--- config.mk ---
export PLATFORM = sky130hd
export DESIGN_NAME = coin_input_conditioner
export DESIGN_NICKNAME = d
export VERILOG_FILES = /design/src/rtl/vend_pkg.sv /design/src/rtl/input_debouncer.sv /design/src/rtl/coin_input_conditioner.sv
export SDC_FILE = /design/constraint.sdc
export NUM_CORES = 1
export LEC_CHECK = 0
export ABC_AREA = 1
export BUFFER_PORTS_ARGS = -buffer_cell sky130_fd_sc_hd__buf_2
export CAP_MARGIN = 20
export CORE_MARGIN = 8
export CORE_UTILIZATION = 45
export CTS_CLUSTER_DIAMETER = 80
export DETAILED_ROUTE_END_ITERATION = 8
export GPL_ROUTABILITY_DRIVEN = 0
export PLACE_DENSITY = 0.66
export SKIP_CTS_REPAIR_TIMING = 1
export SLEW_MARGIN = 40
export SYNTH_ARGS = -nofsm -noshare
export SYNTH_HDL_FRONTEND = slang
export SYNTH_SLANG_ARGS = --single-unit
--- constraint.sdc ---
create_clock -name clk -period 2.7 [get_ports clk]
set_clock_uncertainty 0.1 [all_clocks]
set_input_delay 0.81 -clock clk [delete_from_list [all_inputs] [get_ports clk]]
set_output_delay 0.81 -clock clk [all_outputs]
set_load 0.02 [all_outputs]
--- src/rtl/vend_pkg.sv ---
// Shared vending-machine definitions: coin channel indices, coin values,
// the coin-arbiter state encoding and small helpers used by the input front end.
package vend_pkg;

   // Coin channels
   localparam int unsigned NUM_COINS = 3;
   localparam int unsigned CH_W      = 2;

   localparam logic [CH_W-1:0] CH_N = 2'd0;
   localparam logic [CH_W-1:0] CH_D = 2'd1;
   localparam logic [CH_W-1:0] CH_Q = 2'd2;

   // Coin values in cents, shared with the vending FSM
   localparam int unsigned COIN_VAL_W    = 5;
   localparam int unsigned NICKEL_VALUE  = 5;
   localparam int unsigned DIME_VALUE    = 10;
   localparam int unsigned QUARTER_VALUE = 25;

   // Coin arbiter states
   typedef enum logic [1:0] {
      ARB_IDLE  = 2'd0,
      ARB_PULSE = 2'd1,
      ARB_GAP   = 2'd2
   } arb_state_e;

   // Highest-priority pending channel, Q > D > N (caller guarantees |pend)
   function automatic logic [CH_W-1:0] pick_coin(input logic [NUM_COINS-1:0] pend);
      logic [CH_W-1:0] ch;
      if (pend[CH_Q])      ch = CH_Q;
      else if (pend[CH_D]) ch = CH_D;
      else                 ch = CH_N;
      return ch;
   endfunction

   // One-hot mask for a channel index
   function automatic logic [NUM_COINS-1:0] ch_onehot(input logic [CH_W-1:0] ch);
      logic [NUM_COINS-1:0] mask;
      mask = '0;
      for (int i = 0; i < int'(NUM_COINS); i++) begin
         if (ch == CH_W'(i)) mask[i] = 1'b1;
      end
      return mask;
   endfunction

   // Cent value of a channel
   function automatic logic [COIN_VAL_W-1:0] coin_value(input logic [CH_W-1:0] ch);
      logic [COIN_VAL_W-1:0] val;
      case (ch)
         CH_N:    val = COIN_VAL_W'(NICKEL_VALUE);
         CH_D:    val = COIN_VAL_W'(DIME_VALUE);
         CH_Q:    val = COIN_VAL_W'(QUARTER_VALUE);
         default: val = '0;
      endcase
      return val;
   endfunction

endpackage

--- src/rtl/input_debouncer.sv ---
// Synchronise and debounce one asynchronous active-high input.
// Ports:
//   clk    in  system clock, rising edge
//   reset  in  synchronous, active-low reset
//   raw    in  asynchronous raw input
//   deb    out debounced level (changes after DEBOUNCE_CYCLES stable samples)
//   rise   out one-cycle pulse registered on the edge deb goes 0->1
module input_debouncer #(
   parameter int unsigned DEBOUNCE_CYCLES = 4
) (
   input  logic clk,
   input  logic reset,
   input  logic raw,
   output logic deb,
   output logic rise
);

   localparam int unsigned CNT_W = $clog2(DEBOUNCE_CYCLES + 1);
   localparam logic [CNT_W-1:0] CNT_LAST = CNT_W'(DEBOUNCE_CYCLES - 1);

   logic             s1_q,   s1_d;
   logic             s2_q,   s2_d;
   logic             deb_q,  deb_d;
   logic             rise_q, rise_d;
   logic [CNT_W-1:0] cnt_q,  cnt_d;

   // Stability counter: runs while the synchronised sample disagrees with deb,
   // and the level flips on the edge where the count would reach DEBOUNCE_CYCLES.
   always_comb begin
      s1_d   = raw;
      s2_d   = s1_q;
      deb_d  = deb_q;
      cnt_d  = '0;
      rise_d = 1'b0;
      if (s2_q != deb_q) begin
         if (cnt_q == CNT_LAST) begin
            deb_d  = s2_q;
            rise_d = s2_q;
         end else begin
            cnt_d = cnt_q + CNT_W'(1);
         end
      end
   end

   always_ff @(posedge clk) begin
      if (!reset) begin
         s1_q   <= 1'b0;
         s2_q   <= 1'b0;
         deb_q  <= 1'b0;
         rise_q <= 1'b0;
         cnt_q  <= '0;
      end else begin
         s1_q   <= s1_d;
         s2_q   <= s2_d;
         deb_q  <= deb_d;
         rise_q <= rise_d;
         cnt_q  <= cnt_d;
      end
   end

   assign deb  = deb_q;
   assign rise = rise_q;

endmodule

--- src/rtl/coin_input_conditioner.sv ---
// Vending-machine input front end: debounces coin sensors and select buttons,
// turns every coin insertion into one single-cycle N_in/D_in/Q_in pulse with a
// forced idle gap between pulses, and presents clean drink-select levels.
// Ports:
//   clk, reset                       clock / synchronous active-low reset
//   nickel_raw, dime_raw, quarter_raw  async coin-slot sensors
//   diet_btn_raw, soda_btn_raw         async select buttons
//   N_in, D_in, Q_in                   registered one-cycle coin pulses
//   diet_in, soda_in                   debounced, mutually exclusive select levels
//   coin_busy                          any coin pending or arbiter not idle
//   overflow_err                       sticky: coin lost on an already-pending channel
module coin_input_conditioner
   import vend_pkg::*;
#(
   parameter int unsigned DEBOUNCE_CYCLES = 4,
   parameter int unsigned GAP_CYCLES      = 2
) (
   input  logic clk,
   input  logic reset,
   input  logic nickel_raw,
   input  logic dime_raw,
   input  logic quarter_raw,
   input  logic diet_btn_raw,
   input  logic soda_btn_raw,
   output logic N_in,
   output logic D_in,
   output logic Q_in,
   output logic diet_in,
   output logic soda_in,
   output logic coin_busy,
   output logic overflow_err
);

   localparam int unsigned GAP_W    = (GAP_CYCLES > 1) ? $clog2(GAP_CYCLES) : 1;
   localparam int unsigned GAP_LAST = (GAP_CYCLES > 0) ? GAP_CYCLES - 1 : 0;

   logic [NUM_COINS-1:0] coin_raw;
   logic [NUM_COINS-1:0] coin_deb;
   logic [NUM_COINS-1:0] coin_rise;
   logic                 diet_deb, diet_rise;
   logic                 soda_deb, soda_rise;
   logic                 unused_deb_bits;

   arb_state_e           state_q,   state_d;
   logic [CH_W-1:0]      sel_q,     sel_d;
   logic [NUM_COINS-1:0] pend_q,    pend_d;
   logic [NUM_COINS-1:0] pulse_q,   pulse_d;
   logic [GAP_W-1:0]     gap_cnt_q, gap_cnt_d;
   logic                 busy_q,    busy_d;
   logic                 ovf_q,     ovf_d;
   logic [NUM_COINS-1:0] clr;
   logic                 launch_ok;

   assign coin_raw[CH_N] = nickel_raw;
   assign coin_raw[CH_D] = dime_raw;
   assign coin_raw[CH_Q] = quarter_raw;

   // Five identical conditioning channels
   input_debouncer #(.DEBOUNCE_CYCLES(DEBOUNCE_CYCLES)) u_deb_n (
      .clk(clk), .reset(reset), .raw(coin_raw[CH_N]),
      .deb(coin_deb[CH_N]), .rise(coin_rise[CH_N]));
   input_debouncer #(.DEBOUNCE_CYCLES(DEBOUNCE_CYCLES)) u_deb_d (
      .clk(clk), .reset(reset), .raw(coin_raw[CH_D]),
      .deb(coin_deb[CH_D]), .rise(coin_rise[CH_D]));
   input_debouncer #(.DEBOUNCE_CYCLES(DEBOUNCE_CYCLES)) u_deb_q (
      .clk(clk), .reset(reset), .raw(coin_raw[CH_Q]),
      .deb(coin_deb[CH_Q]), .rise(coin_rise[CH_Q]));
   input_debouncer #(.DEBOUNCE_CYCLES(DEBOUNCE_CYCLES)) u_deb_diet (
      .clk(clk), .reset(reset), .raw(diet_btn_raw),
      .deb(diet_deb), .rise(diet_rise));
   input_debouncer #(.DEBOUNCE_CYCLES(DEBOUNCE_CYCLES)) u_deb_soda (
      .clk(clk), .reset(reset), .raw(soda_btn_raw),
      .deb(soda_deb), .rise(soda_rise));

   // Coins only need edges and buttons only need levels
   assign unused_deb_bits = ^{coin_deb, diet_rise, soda_rise};

   // Pending flags, overflow detection and the coin arbiter.
   // A new launch may be decided in IDLE, on the last GAP cycle, or straight
   // out of PULSE when there is no gap, so pulses land exactly GAP_CYCLES+1 apart.
   always_comb begin
      state_d   = state_q;
      sel_d     = sel_q;
      gap_cnt_d = gap_cnt_q;
      pulse_d   = '0;
      clr       = '0;
      launch_ok = 1'b0;

      if (state_q == ARB_PULSE) clr = ch_onehot(sel_q);

      // Set wins over clear on the same channel
      pend_d = (pend_q & ~clr) | coin_rise;
      ovf_d  = ovf_q | (|(coin_rise & pend_q & ~clr));

      case (state_q)
         ARB_IDLE: begin
            launch_ok = 1'b1;
         end
         ARB_PULSE: begin
            if (GAP_CYCLES == 0) begin
               launch_ok = 1'b1;
            end else begin
               state_d   = ARB_GAP;
               gap_cnt_d = '0;
            end
         end
         ARB_GAP: begin
            if (gap_cnt_q == GAP_W'(GAP_LAST)) begin
               launch_ok = 1'b1;
            end else begin
               gap_cnt_d = gap_cnt_q + GAP_W'(1);
            end
         end
         default: begin
            state_d = ARB_IDLE;
         end
      endcase

      if (launch_ok) begin
         if (|pend_d) begin
            state_d = ARB_PULSE;
            sel_d   = pick_coin(pend_d);
            pulse_d = ch_onehot(sel_d);
         end else begin
            state_d = ARB_IDLE;
         end
      end

      busy_d = (|pend_d) || (state_d != ARB_IDLE);
   end

   always_ff @(posedge clk) begin
      if (!reset) begin
         state_q   <= ARB_IDLE;
         sel_q     <= CH_N;
         pend_q    <= '0;
         pulse_q   <= '0;
         gap_cnt_q <= '0;
         busy_q    <= 1'b0;
         ovf_q     <= 1'b0;
      end else begin
         state_q   <= state_d;
         sel_q     <= sel_d;
         pend_q    <= pend_d;
         pulse_q   <= pulse_d;
         gap_cnt_q <= gap_cnt_d;
         busy_q    <= busy_d;
         ovf_q     <= ovf_d;
      end
   end

   assign N_in         = pulse_q[CH_N];
   assign D_in         = pulse_q[CH_D];
   assign Q_in         = pulse_q[CH_Q];
   assign coin_busy    = busy_q;
   assign overflow_err = ovf_q;

   // Both buttons held means no valid selection
   assign diet_in = diet_deb & ~soda_deb;
   assign soda_in = soda_deb & ~diet_deb;

endmodule

==> results of run 1 <==
==> routing by layer <==
| layer | routed length [µm] | share of wire [%] | vias to the layer above |
|---|---|---|---|
| met5 | 0 | 0 | - |
| met4 | 84 | 3.5 | 0 |
| met3 | 106 | 4.4 | 8 |
| met2 | 975 | 41 | 18 |
| met1 | 1240 | 52 | 496 |
| li1 | - | - | 644 |
==> how the worst max path moves through the flow <==
| stage | from | end | cells past startpoint |
|---|---|---|---|
| 4_1_cts | u_deb_diet.deb | diet_in | 3 |
| 5_1_grt | u_deb_diet.deb | diet_in | 3 |
| 2_1_floorplan | u_deb_diet.deb | diet_in | 2 |
| 3_5_place_dp | reset | u_deb_q.cnt_q[0] | 4 |
| 6_report | u_deb_diet.deb | diet_in | 3 |
| 3_3_place_gp | reset | u_deb_n.cnt_q[0] | 4 |
==> synth_stat cells <==
master	number
inv_2	1
o211ai_1	2
nand4_1	1
o2111ai_1	1
buf_2	3
dfxtp_1	46
inv_1	40
a21oi_1	9
a31oi_1	2
ha_1	14
nand3b_1	1
o21ai_0	3
nor2_1	27
nand3_1	6
nand2_1	32
a21oi_4	3
nand3_2	3
nand3_4	1
nand2_2	1
xor2_1	3
==> cells in the final DEF, fill, tap and decap left out <==
cell | Yosys | final
nand3b_1 | 1 | 1
nand3_4 | 1 | 1
inv_1 | 40 | 40
bufinv_16 | 0 | 1
nand3_1 | 6 | 6
buf_2 | 3 | 13
o2111ai_1 | 1 | 1
ha_1 | 14 | 14
a21oi_4 | 3 | 3
a21oi_1 | 9 | 9
nand3_2 | 3 | 3
dfxtp_1 | 46 | 46
xor2_1 | 3 | 3
a31oi_1 | 2 | 2
inv_2 | 1 | 1
o211ai_1 | 2 | 2
clkbuf_8 | 0 | 6
nand2_2 | 1 | 1
nand4_1 | 1 | 1
o21ai_0 | 3 | 3
buf_4 | 0 | 1
nand2_1 | 32 | 32
nor2_1 | 27 | 27
==> sequential cells by signal (all words and copies together) (netlist names), 2 cells and up <==
signal,cells
sel_q,2
u_deb_diet.cnt_q,3
u_deb_q.cnt_q,3
u_deb_d.cnt_q,3
u_deb_n.cnt_q,3
pulse_q,3
u_deb_soda.cnt_q,3
state_q,2
pend_q,3
==> worst max-delay path: cells and delay by family (launching register included) <==
kind	cells	cell delay, ns
and+or+nand+nor	1	0.07
DFF	1	0.40
buffers and inverters	2	0.21
==> final cells by class <==
cell class,count,area [µm²]
fillers,373,1730
multi-input cells,109,665.6
repair buffers,14,72.57
flip-flops and latches,46,920.9
inverters,41,153.9
well taps,48,60.06
clock buffers,6,82.58
clock inverters,1,30.03
==> logic make-up after synthesis <==
group / share of synthesized area, %
AO/OA/AOI/OAI: 8.267
adder cells (fa/ha/maj): 9.979
XOR/XNOR: 1.497
AND/OR/NAND/NOR: 18.18
buffers and inverters: 9.622
flip-flops: 52.46
==> stage by stage <==
step / hold slack, ns / instance area [µm²] / cells / power (mW) / setup WS (ns)
after CTS: 0.3142 / 1986 / 265 / 1.247 / 0.7958
after global routing: 0.3370 / 1986 / 265 / 1.274 / 0.7353
after detailed placement: 0.2960 / 1873 / 258 / 0.7334 / 0.9984
after floorplan: 0.2905 / 1755 / 199 / 0.7249 / 1.113
final: 0.3122 / 1986 / 265 / 1.223 / 0.8195
after global placement: 0.2933 / 1873 / 258 / 0.7328 / 1.036
==> power groups by stage <==
| stage | logic (mW) | clock network [mW] | registers, mW |
|---|---|---|---|
| after floorplan | 0.0186 | 0 | 0.706 |
| after global placement | 0.0258 | 0 | 0.707 |
| after detailed placement | 0.0262 | 0 | 0.707 |
| after CTS | 0.0264 | 0.529 | 0.691 |
| after global routing | 0.0302 | 0.551 | 0.692 |
| final | 0.0257 | 0.506 | 0.691 |
==> impl_metrics.py, run 1 <==
metrics = {
    "status": {
        "status": "finished, final reports clean",
    },
    "clocking": {
        "cts.path.max_buffers": 2,
        "cts-root-buf": "clkbuf_8",
        "path_clk_slew_ns": 0.08,
        "cts.sinks": 46,
        "cts_buffers": 5,
        "cts_tree": "yes",
        "h-tree-depth": 2,
        "clock_latency_ns": 0.29,
    },
    "cells_and_area": {
        "syn2layout_area_growth_pct": 13.11,
        "fin_nets": 238,
        "drive_above_1_share_pct": 13.82,
        "diodes": 0,
        "final_util_pct": 53.43,
    },
    "routing": {
        "wl_per_cell_um": 9.079,
        "num_vias": 1166,
        "drc_errors": 0,
        "drtAntennaViolNets": 0,
        "drt_wl_total_mm": 2.406,
        "drtPass1Iterations": 4,
        "via_per_inst": 4.400,
        "initialDrtViolationCount": 31,
    },
    "worst_setup_path": {
        "cp.required_ns": 1.79,
        "worst-endpoint-arrival_ns": 0.97,
        "regToRegSetupSlack_ns": 1.23,
        "crit_slowest_cell": "dfxtp_1",
        "timing.rr.end": "sel_q[0]",
        "crit_path_end_kind": "output port",
        "cp_max_fo": 5,
        "cpPeakStageDelay_ns": 0.40,
        "rr_worst_depth": 7,
        "criticalPathCategory": "reg -> out",
        "reg2reg_from": "state_q[1]",
        "cp-start-kind": "flip-flop",
        "cp_cell_sequence": "inv_1 -> nor2_1 -> buf_2",
    },
    "sta": {
        "drv_slew": 0,
        "rsz0062_at_grt": "false",
        "setup_viol": 0,
        "fin_crit_sh_pct": 69.65,
        "hold_viol_final": 0,
        "tns_ns": 0,
        "max_slew.worst_pin.slew_ns": 0.2848,
        "slew_headroom_pct": 80.93,
        "fin_crit_ns": 1.881,
        "timing.fmax_mhz": 531.8,
    },
    "place": {
        "dpl.hpwl_mm": 1.823,
        "io_buffer_count": 13,
    },
    "synth": {
        "ys_types": 20,
        "yosysTopAreaCell": "dfxtp_1",
        "synth_top_area_share_pct": 52.46,
        "yosys_warnings": 0,
        "synth_area_leaders": "dfxtp_1 (52%), ha_1 (10%), inv_1 (8.6%)",
        "syn_avg_cell_area_um2": 8.821,
        "netlist_instances": 199,
        "ys_ff_latch": 46,
        "syn_nets": 220,
        "syn_area_um2": 1755,
        "ys_seq_area_share_pct": 52.46,
    },
    "power_and_ir_drop": {
        "power_leakage_nw": 0.9678,
        "clockPowerShare_pct": 41.4,
        "seqPwrFrac_pct": 56.5,
        "power_density_nw_per_um2": 615.9,
        "intPower_mw": 0.9927,
        "vdd_drop_max_v": 0.0003818,
        "p_comb_share_pct": 2.1,
        "switching_power_mw": 0.2302,
        "swShare_pct": 18.82,
    },
    "global_routing": {
        "met1_usage_pct": 10.53,
        "grt_pass1_vias": 1054,
        "antenna_found_initial": 0,
        "globalRouteMet3Util_pct": 3.075,
        "grt_first_pass_wirelength_mm": 4.429,
        "grt_max_degree": 18,
        "grt.met2_usage_pct": 13.09,
        "grt.busiest_layer": "met2",
        "grt_usage_pct": 8.994,
        "overflow": 0,
    },
    "floorplan": {
        "num_io_pins": 14,
        "die_h_um": 78.46,
        "die_w_um": 78.46,
        "die_area_um2": 6155,
        "core_area_um2": 3716,
        "std_cell_rows": 22,
        "start_util_pct": 47.24,
    },
    "min_path": {
        "min_from": "u_deb_n.s1_q",
        "hold_path.class": "reg -> reg",
        "min_to": "u_deb_n.s2_q",
        "hold_path_depth": 2,
    },
    "job": {
        "maxCapViolCount": 0,
    },
}
Note: power is estimated with default switching activity, not from simulation.
==> run 2, diff against run 1 <==
--- a/config.mk
+++ b/config.mk
@@ -5,7 +5,7 @@
 export SDC_FILE = /design/constraint.sdc
 export NUM_CORES = 1
 export LEC_CHECK = 0
-export ABC_AREA = 1
+export ABC_AREA = 0
 export BUFFER_PORTS_ARGS = -buffer_cell sky130_fd_sc_hd__buf_2
 export CAP_MARGIN = 20
 export CORE_MARGIN = 8
@@ -13,7 +13,7 @@
 export CTS_CLUSTER_DIAMETER = 80
 export DETAILED_ROUTE_END_ITERATION = 8
 export GPL_ROUTABILITY_DRIVEN = 0
-export PLACE_DENSITY = 0.66
+export PLACE_DENSITY = 0.68
 export SKIP_CTS_REPAIR_TIMING = 1
 export SLEW_MARGIN = 40
 export SYNTH_ARGS = -nofsm -noshare
==> constraint.sdc (replaced) <==
create_clock -name clk -period 1.7 [get_ports clk]
set_clock_uncertainty 0.1 [all_clocks]
set_input_delay 0.51 -clock clk [delete_from_list [all_inputs] [get_ports clk]]
set_output_delay 0.51 -clock clk [all_outputs]
set_load 0.02 [all_outputs]
==> run 2 against run 1 <==
Compared with the run above: register-to-register slack lost 1.2 ns; largest power group unchanged; die area decreased by 2.3%; core utilization up 0.60 points; first-iteration DRC count rose to 3.4 times the previous value; cell count down 12%; non-clock buffer count rose by 4; sequential share of layout area increased by 0.30 points; critical path type is now reg -> reg; synthesized area decreased by 2.9%; worst hold slack gained 0.0029 ns; cell area down 0.38%.
==> impl_metrics.py, run 2 <==
metrics = {
    "clocking": {
        "cts_buffers": 5,
        "cts.sinks": 46,
        "cts_tree": "yes",
        "cts.path.max_buffers": 2,
        "clock_latency_ns": 0.30,
        "h-tree-depth": 2,
        "cts-root-buf": "clkbuf_8",
        "path_clk_slew_ns": 0.08,
    },
    "power_and_ir_drop": {
        "intPower_mw": 1.551,
        "power_density_nw_per_um2": 968.2,
        "vdd_drop_max_v": 0.0004349,
        "p_comb_share_pct": 2.2,
        "power_leakage_nw": 0.8433,
        "seqPwrFrac_pct": 57.3,
        "swShare_pct": 19.00,
        "clockPowerShare_pct": 40.4,
        "switching_power_mw": 0.3639,
    },
    "sta": {
        "fin_ws_ns": 0.07861,
        "setup_viol": 0,
        "rsz0062_at_grt": "false",
        "drv_slew": 0,
        "hold_viol_final": 0,
        "slew_headroom_pct": 77.55,
        "timing.fmax_mhz": 616.8,
        "fin_crit_ns": 1.621,
        "fin_crit_sh_pct": 95.38,
        "tns_ns": 0,
        "timing.hold.ws_ns": 0.3151,
        "max_slew.worst_pin.slew_ns": 0.3367,
    },
    "routing": {
        "num_vias": 1111,
        "initialDrtViolationCount": 104,
        "routed-wl-met3_um": 90,
        "drt_wl_total_mm": 2.604,
        "drtAntennaViolNets": 0,
        "route.met2.wl_mm": 1.329,
        "wl_per_cell_um": 11.13,
        "via_per_inst": 4.748,
        "drtPass1Iterations": 5,
        "topRoutingLayerUsed": "met4",
        "drc_errors": 0,
        "met1_length_mm": 1.102,
    },
    "worst_setup_path": {
        "crit_slowest_cell": "or3b_4",
        "crit_cells": 6,
        "cp_max_fo": 3,
        "worst-endpoint-arrival_ns": 1.71,
        "cp-start-kind": "flip-flop",
        "criticalPathCategory": "reg -> reg",
        "cp.required_ns": 1.79,
        "cpPeakStageDelay_ns": 0.39,
        "cp_cell_sequence": "inv_2 -> ha_4 -> or3b_4 -> a21oi_4 -> nand3_2 -> o31a_1",
        "rr_worst_depth": 6,
        "crit_buf_inv": 1,
        "crit_path_end_kind": "flip-flop",
        "critical-path-top-delay-family": "simple AND/OR/NAND/NOR gates",
    },
    "global_routing": {
        "overflow": 0,
        "antenna_found_initial": 0,
        "grt_max_degree": 14,
        "grt_pass1_vias": 1120,
        "grt_first_pass_wirelength_mm": 4.609,
        "grt_usage_pct": 9.650,
    },
    "synth": {
        "syn_avg_cell_area_um2": 10.46,
        "yosysTopAreaCell": "dfxtp_1",
        "syn_nets": 184,
        "synthTopCellsByCount": "dfxtp_1 (46), nor2_1 (28), ha_1 (14), inv_1 (13), and2_1 (10)",
        "netlist_instances": 163,
        "syn_area_um2": 1705,
        "synth_top_area_share_pct": 54.00,
        "synth_most_common_cell": "dfxtp_1",
        "ys_seq_area_share_pct": 54.00,
        "ys_ff_latch": 46,
        "async_reset_ff_share_pct": 0,
        "synth_edf_count": 0,
        "ys_types": 25,
        "ys.flop_type": "dfxtp_1",
        "yosys_warnings": 0,
        "synth_area_leaders": "dfxtp_1 (54%), ha_1 (10%), nor2_1 (6.2%)",
    },
    "place": {
        "pre_cts_ws_ns": -0.009107,
        "dpl.cell_count": 226,
        "io_buffer_count": 13,
        "dpl.hpwl_mm": 1.941,
    },
    "floorplan": {
        "start_util_pct": 46.58,
        "die_h_um": 77.56,
        "die_area_um2": 6016,
        "std_cell_rows": 22,
        "core_area_um2": 3661,
        "die_w_um": 77.56,
        "num_io_pins": 14,
    },
    "job": {
        "maxCapViolCount": 0,
    },
    "cells_and_area": {
        "final_util_pct": 54.03,
        "diodes": 0,
        "syn2layout_area_growth_pct": 15.99,
        "fillers": 312,
        "final_common_cell": "dfxtp_1",
        "final_cell_mix": "dfxtp_1 (44), nor2_1 (28), ha_1 (13), buf_2 (13), inv_1 (12)",
        "final_cells": 234,
        "drive_above_1_share_pct": 17.74,
        "fin_nets": 206,
    },
    "status": {
        "status": "finished, final reports clean",
    },
    "min_path": {
        "hold_path_depth": 2,
        "hold_path.class": "in -> reg",
    },
}
-- run 2: cell types whose count changed after synthesis, sizes merged, moves of 5 or more --
| cell | previous run | this run |
|---|---|---|
| mux2i | 0 | 6 |
| or3 | 0 | 5 |
| nand3 | 10 | 3 |
| and2 | 0 | 10 |
| a21oi | 12 | 7 |
| nand2 | 33 | 4 |
| xnor2 | 0 | 5 |
| inv | 41 | 13 |
-- run 2: worst reg2reg max path, cell delays in order, from the launching register on --
cell	delay [ns]
dfxtp_2	0.34
inv_2	0.07
ha_4	0.12
or3b_4	0.39
a21oi_4	0.15
nand3_2	0.10
o31a_1	0.25
-- run 2: final timing paths --
path	from	to	slack [ns]
max reg2reg	state_q[1]	coin_busy	0.08
max	state_q[1]	coin_busy	0.08
min reg2reg	u_deb_diet.cnt_q[0]	u_deb_diet.cnt_q[0]	0.32
min	nickel_raw	u_deb_n.s1_q	0.32
-- run 2: cell type report --
class	instances	area, µm²	share of cell area (%)
inverter	13	48.80	2.467
tap	48	60.06	3.036
clock inverter	1	30.03	1.518
multi-input combinational	101	737.0	37.25
timing repair buffer	18	102.6	5.187
clock buffer	7	76.32	3.858
sequential	46	923.4	46.68
-- run 2: cells by family (layout without fill, tap and decap cells) --
| logic type | count (synthesis) | in the layout | synth area share [%] |
|---|---|---|---|
| AO/OA/AOI/OAI | 13 | 13 | 6.457 |
| XOR/XNOR | 5 | 5 | 2.568 |
| buffers and inverters | 16 | 39 | 3.522 |
| multiplexers | 6 | 6 | 3.522 |
| adder cells (fa/ha/maj) | 14 | 14 | 10.27 |
| AND/OR/NAND/NOR | 63 | 63 | 19.66 |
| flip-flops | 46 | 46 | 54.00 |
-- run 2: power by group through the flow --
stage / Sequential, mW / Clock (mW) / Combinational, mW
after floorplan: 1.12 / 0 / 0.0283
after global placement: 1.12 / 0 / 0.0424
after detailed placement: 1.12 / 0 / 0.0441
after CTS: 1.10 / 0.802 / 0.0441
after global routing: 1.10 / 0.848 / 0.0505
final: 1.10 / 0.775 / 0.0430
-- run 2: routing by layer --
| layer | vias to the layer above | GRT usage, % |
|---|---|---|
| met1 | 510 | 9.313 |
| met3 | 7 | 3.226 |
| li1 | 579 | - |
| met2 | 15 | 16.51 |
| met4 | 0 | 7.925 |
| met5 | - | 0 |
-- run 2: stage by stage --
step	instance area, µm²	total power [mW]
6_report	1978	1.915
5_1_grt	1978	1.998
4_1_cts	1963	1.944
3_5_place_dp	1857	1.168
3_3_place_gp	1857	1.165
2_1_floorplan	1705	1.150
==> run 3, diff against run 2 <==
==> constraint.sdc (replaced) <==
create_clock -name clk -period 1.4 [get_ports clk]
set_clock_uncertainty 0.1 [all_clocks]
set_input_delay 0.42 -clock clk [delete_from_list [all_inputs] [get_ports clk]]
set_output_delay 0.42 -clock clk [all_outputs]
set_load 0.02 [all_outputs]
==> run 3 against run 2 <==
Compared with the run above: sequential share of layout area decreased by 5.0 points; the run now ends with setup timing left; highest routed layer unchanged; setup slack got worse by 0.26 ns; register-to-register slack lost 0.26 ns; cell count grew 6.8%; critical path depth stayed put; count of clock-buffer cells in the layout fell by 1.
==> impl_metrics.py, run 3 (same netlist as run 2, synthesis figures left out) <==
metrics = {
    "clocking": {
        "clock_latency_ns": 0.29,
        "path_clk_slew_ns": 0.08,
        "cts.sinks": 46,
        "cts.path.max_buffers": 2,
        "cts-root-buf": "clkbuf_8",
        "cts_tree": "yes",
        "h-tree-depth": 2,
        "cts_buffers": 5,
    },
    "job": {
        "maxCapViolCount": 0,
    },
    "cells_and_area": {
        "diodes": 0,
        "fin_area_um2": 2243,
        "drive_above_1_share_pct": 38.61,
        "ff_latch_area_um2": 935.9,
        "final_util_pct": 61.28,
        "fin_nets": 222,
        "multi_input_area_um2": 860.8,
        "fillers": 314,
        "syn2layout_area_growth_pct": 31.55,
        "final_common_cell": "dfxtp_1",
        "final_cell_mix": "dfxtp_1 (38), nor2_1 (23), buf_4 (19)",
    },
    "routing": {
        "drt_wl_total_mm": 3.085,
        "drtAntennaViolNets": 0,
        "num_vias": 1209,
        "drtPass1Iterations": 4,
        "wl_per_cell_um": 12.34,
        "initialDrtViolationCount": 73,
        "via_per_inst": 4.836,
        "drc_errors": 0,
    },
    "sta": {
        "drv_slew": 0,
        "fin_crit_ns": 1.586,
        "slew_headroom_pct": 76.10,
        "fin_crit_sh_pct": 113.3,
        "hold_viol_final": 0,
        "setup_viol": 12,
        "rsz0062_at_grt": "true",
        "max_slew.worst_pin.slew_ns": 0.3580,
        "fin_ws_ns": -0.1861,
        "timing.fmax_mhz": 630.5,
    },
    "power_and_ir_drop": {
        "power_density_nw_per_um2": 982.9,
        "vdd_drop_max_v": 0.0006905,
        "p_total_mw": 2.205,
        "seqPwrFrac_pct": 60.3,
        "clockPowerShare_pct": 36.7,
        "p_comb_share_pct": 3.0,
        "power_leakage_nw": 0.9340,
        "switching_power_mw": 0.4535,
        "intPower_mw": 1.751,
        "swShare_pct": 20.57,
    },
    "global_routing": {
        "grt_pass1_vias": 1181,
        "overflow": 0,
        "grt_usage_pct": 9.895,
        "grt_first_pass_wirelength_mm": 4.843,
        "grt_max_degree": 15,
        "antenna_found_initial": 0,
    },
    "worst_setup_path": {
        "cpPeakStageDelay_ns": 0.39,
        "criticalPathCategory": "reg -> reg",
        "crit_slowest_cell": "or3b_4",
        "cp-start-kind": "flip-flop",
        "critical-path-top-delay-family": "simple AND/OR/NAND/NOR gates",
        "crit_buf_inv": 1,
        "cp_cell_sequence": "inv_2 -> ha_4 -> or3b_4 -> a21oi_4 -> nand3_2 -> o31a_1",
        "crit_path_end_kind": "flip-flop",
        "cp_max_fo": 3,
        "cp.required_ns": 1.49,
        "worst-endpoint-arrival_ns": 1.68,
    },
    "status": {
        "violations": "setup timing",
        "status": "complete, but fails checks",
    },
    "floorplan": {
        "die_h_um": 77.56,
        "start_util_pct": 46.58,
        "num_io_pins": 14,
        "std_cell_rows": 22,
        "die_area_um2": 6016,
        "die_w_um": 77.56,
        "core_area_um2": 3661,
    },
    "min_path": {
        "hold_path.class": "in -> reg",
    },
    "place": {
        "dpl.hpwl_mm": 2.201,
        "io_buffer_count": 13,
        "pre_cts_ws_ns": -0.1743,
        "place_area_um2": 1947,
    },
}
## run 3: changes by cell type in the layout (fill, tap and decap cells not counted), sizes merged
cell / delta
buf: +16
bufinv: -1
clkbuf: -1
clkinv: +1
clkinvlp: +1
## run 3: per-stage QoR
stage | instances | hold WS (ns) | setup TNS (ns)
floorplan | 163 | 0.2990 | -0.2967
global placement | 236 | 0.3058 | -0.6247
detailed placement | 236 | 0.3162 | -1.372
CTS | 244 | 0.2236 | -1.450
global route | 250 | 0.2148 | -1.855
finish | 250 | 0.2314 | -1.029
## run 3: worst register-to-register path: cells and delay by family (launching register included)
kind | cells | cell delay (ns)
AO/OA/AOI/OAI | 2 | 0.38
buffers and inverters | 1 | 0.07
flip-flops | 1 | 0.33
AND/OR/NAND/NOR | 2 | 0.48
adder cells (fa/ha/maj) | 1 | 0.13
## run 3: final cells by class
cell class / instances / area share [%]
well taps: 48 / 2.677
flip-flops and latches: 46 / 41.72
multi-input cells: 101 / 38.37
clock buffers: 6 / 3.681
inverters: 13 / 2.175
clock inverters: 2 / 0.5577
repair buffers: 34 / 10.82
## run 3: power groups by stage
stage / Clock (mW) / Combinational [mW] / Sequential [mW]
after floorplan: 0 / 0.0344 / 1.36
after global placement: 0 / 0.0552 / 1.36
after detailed placement: 0 / 0.0588 / 1.36
after CTS: 0.839 / 0.0589 / 1.33
after global routing: 0.894 / 0.0739 / 1.33
final: 0.809 / 0.0659 / 1.33
## run 3: per-layer routing
layer / up-vias / part of all wire (%) / track usage, % / routed length [µm]
met3: 4 / 4.0 / 4.608 / 122
met4: 0 / 1.0 / 3.774 / 32
met5: - / 0 / 0 / 0
li1: 608 / - / - / -
met2: 15 / 55 / 18.62 / 1691
met1: 582 / 40 / 8.986 / 1238
## run 3: worst paths after layout
kind,from,slack [ns],to,depth (start not counted)
setup / recovery,state_q[1],-0.19,coin_busy,6
hold / removal,dime_raw,0.23,u_deb_d.s1_q,2
setup reg to reg,state_q[1],-0.19,coin_busy,6
hold reg to reg,u_deb_q.cnt_q[0],0.31,u_deb_q.cnt_q[0],1
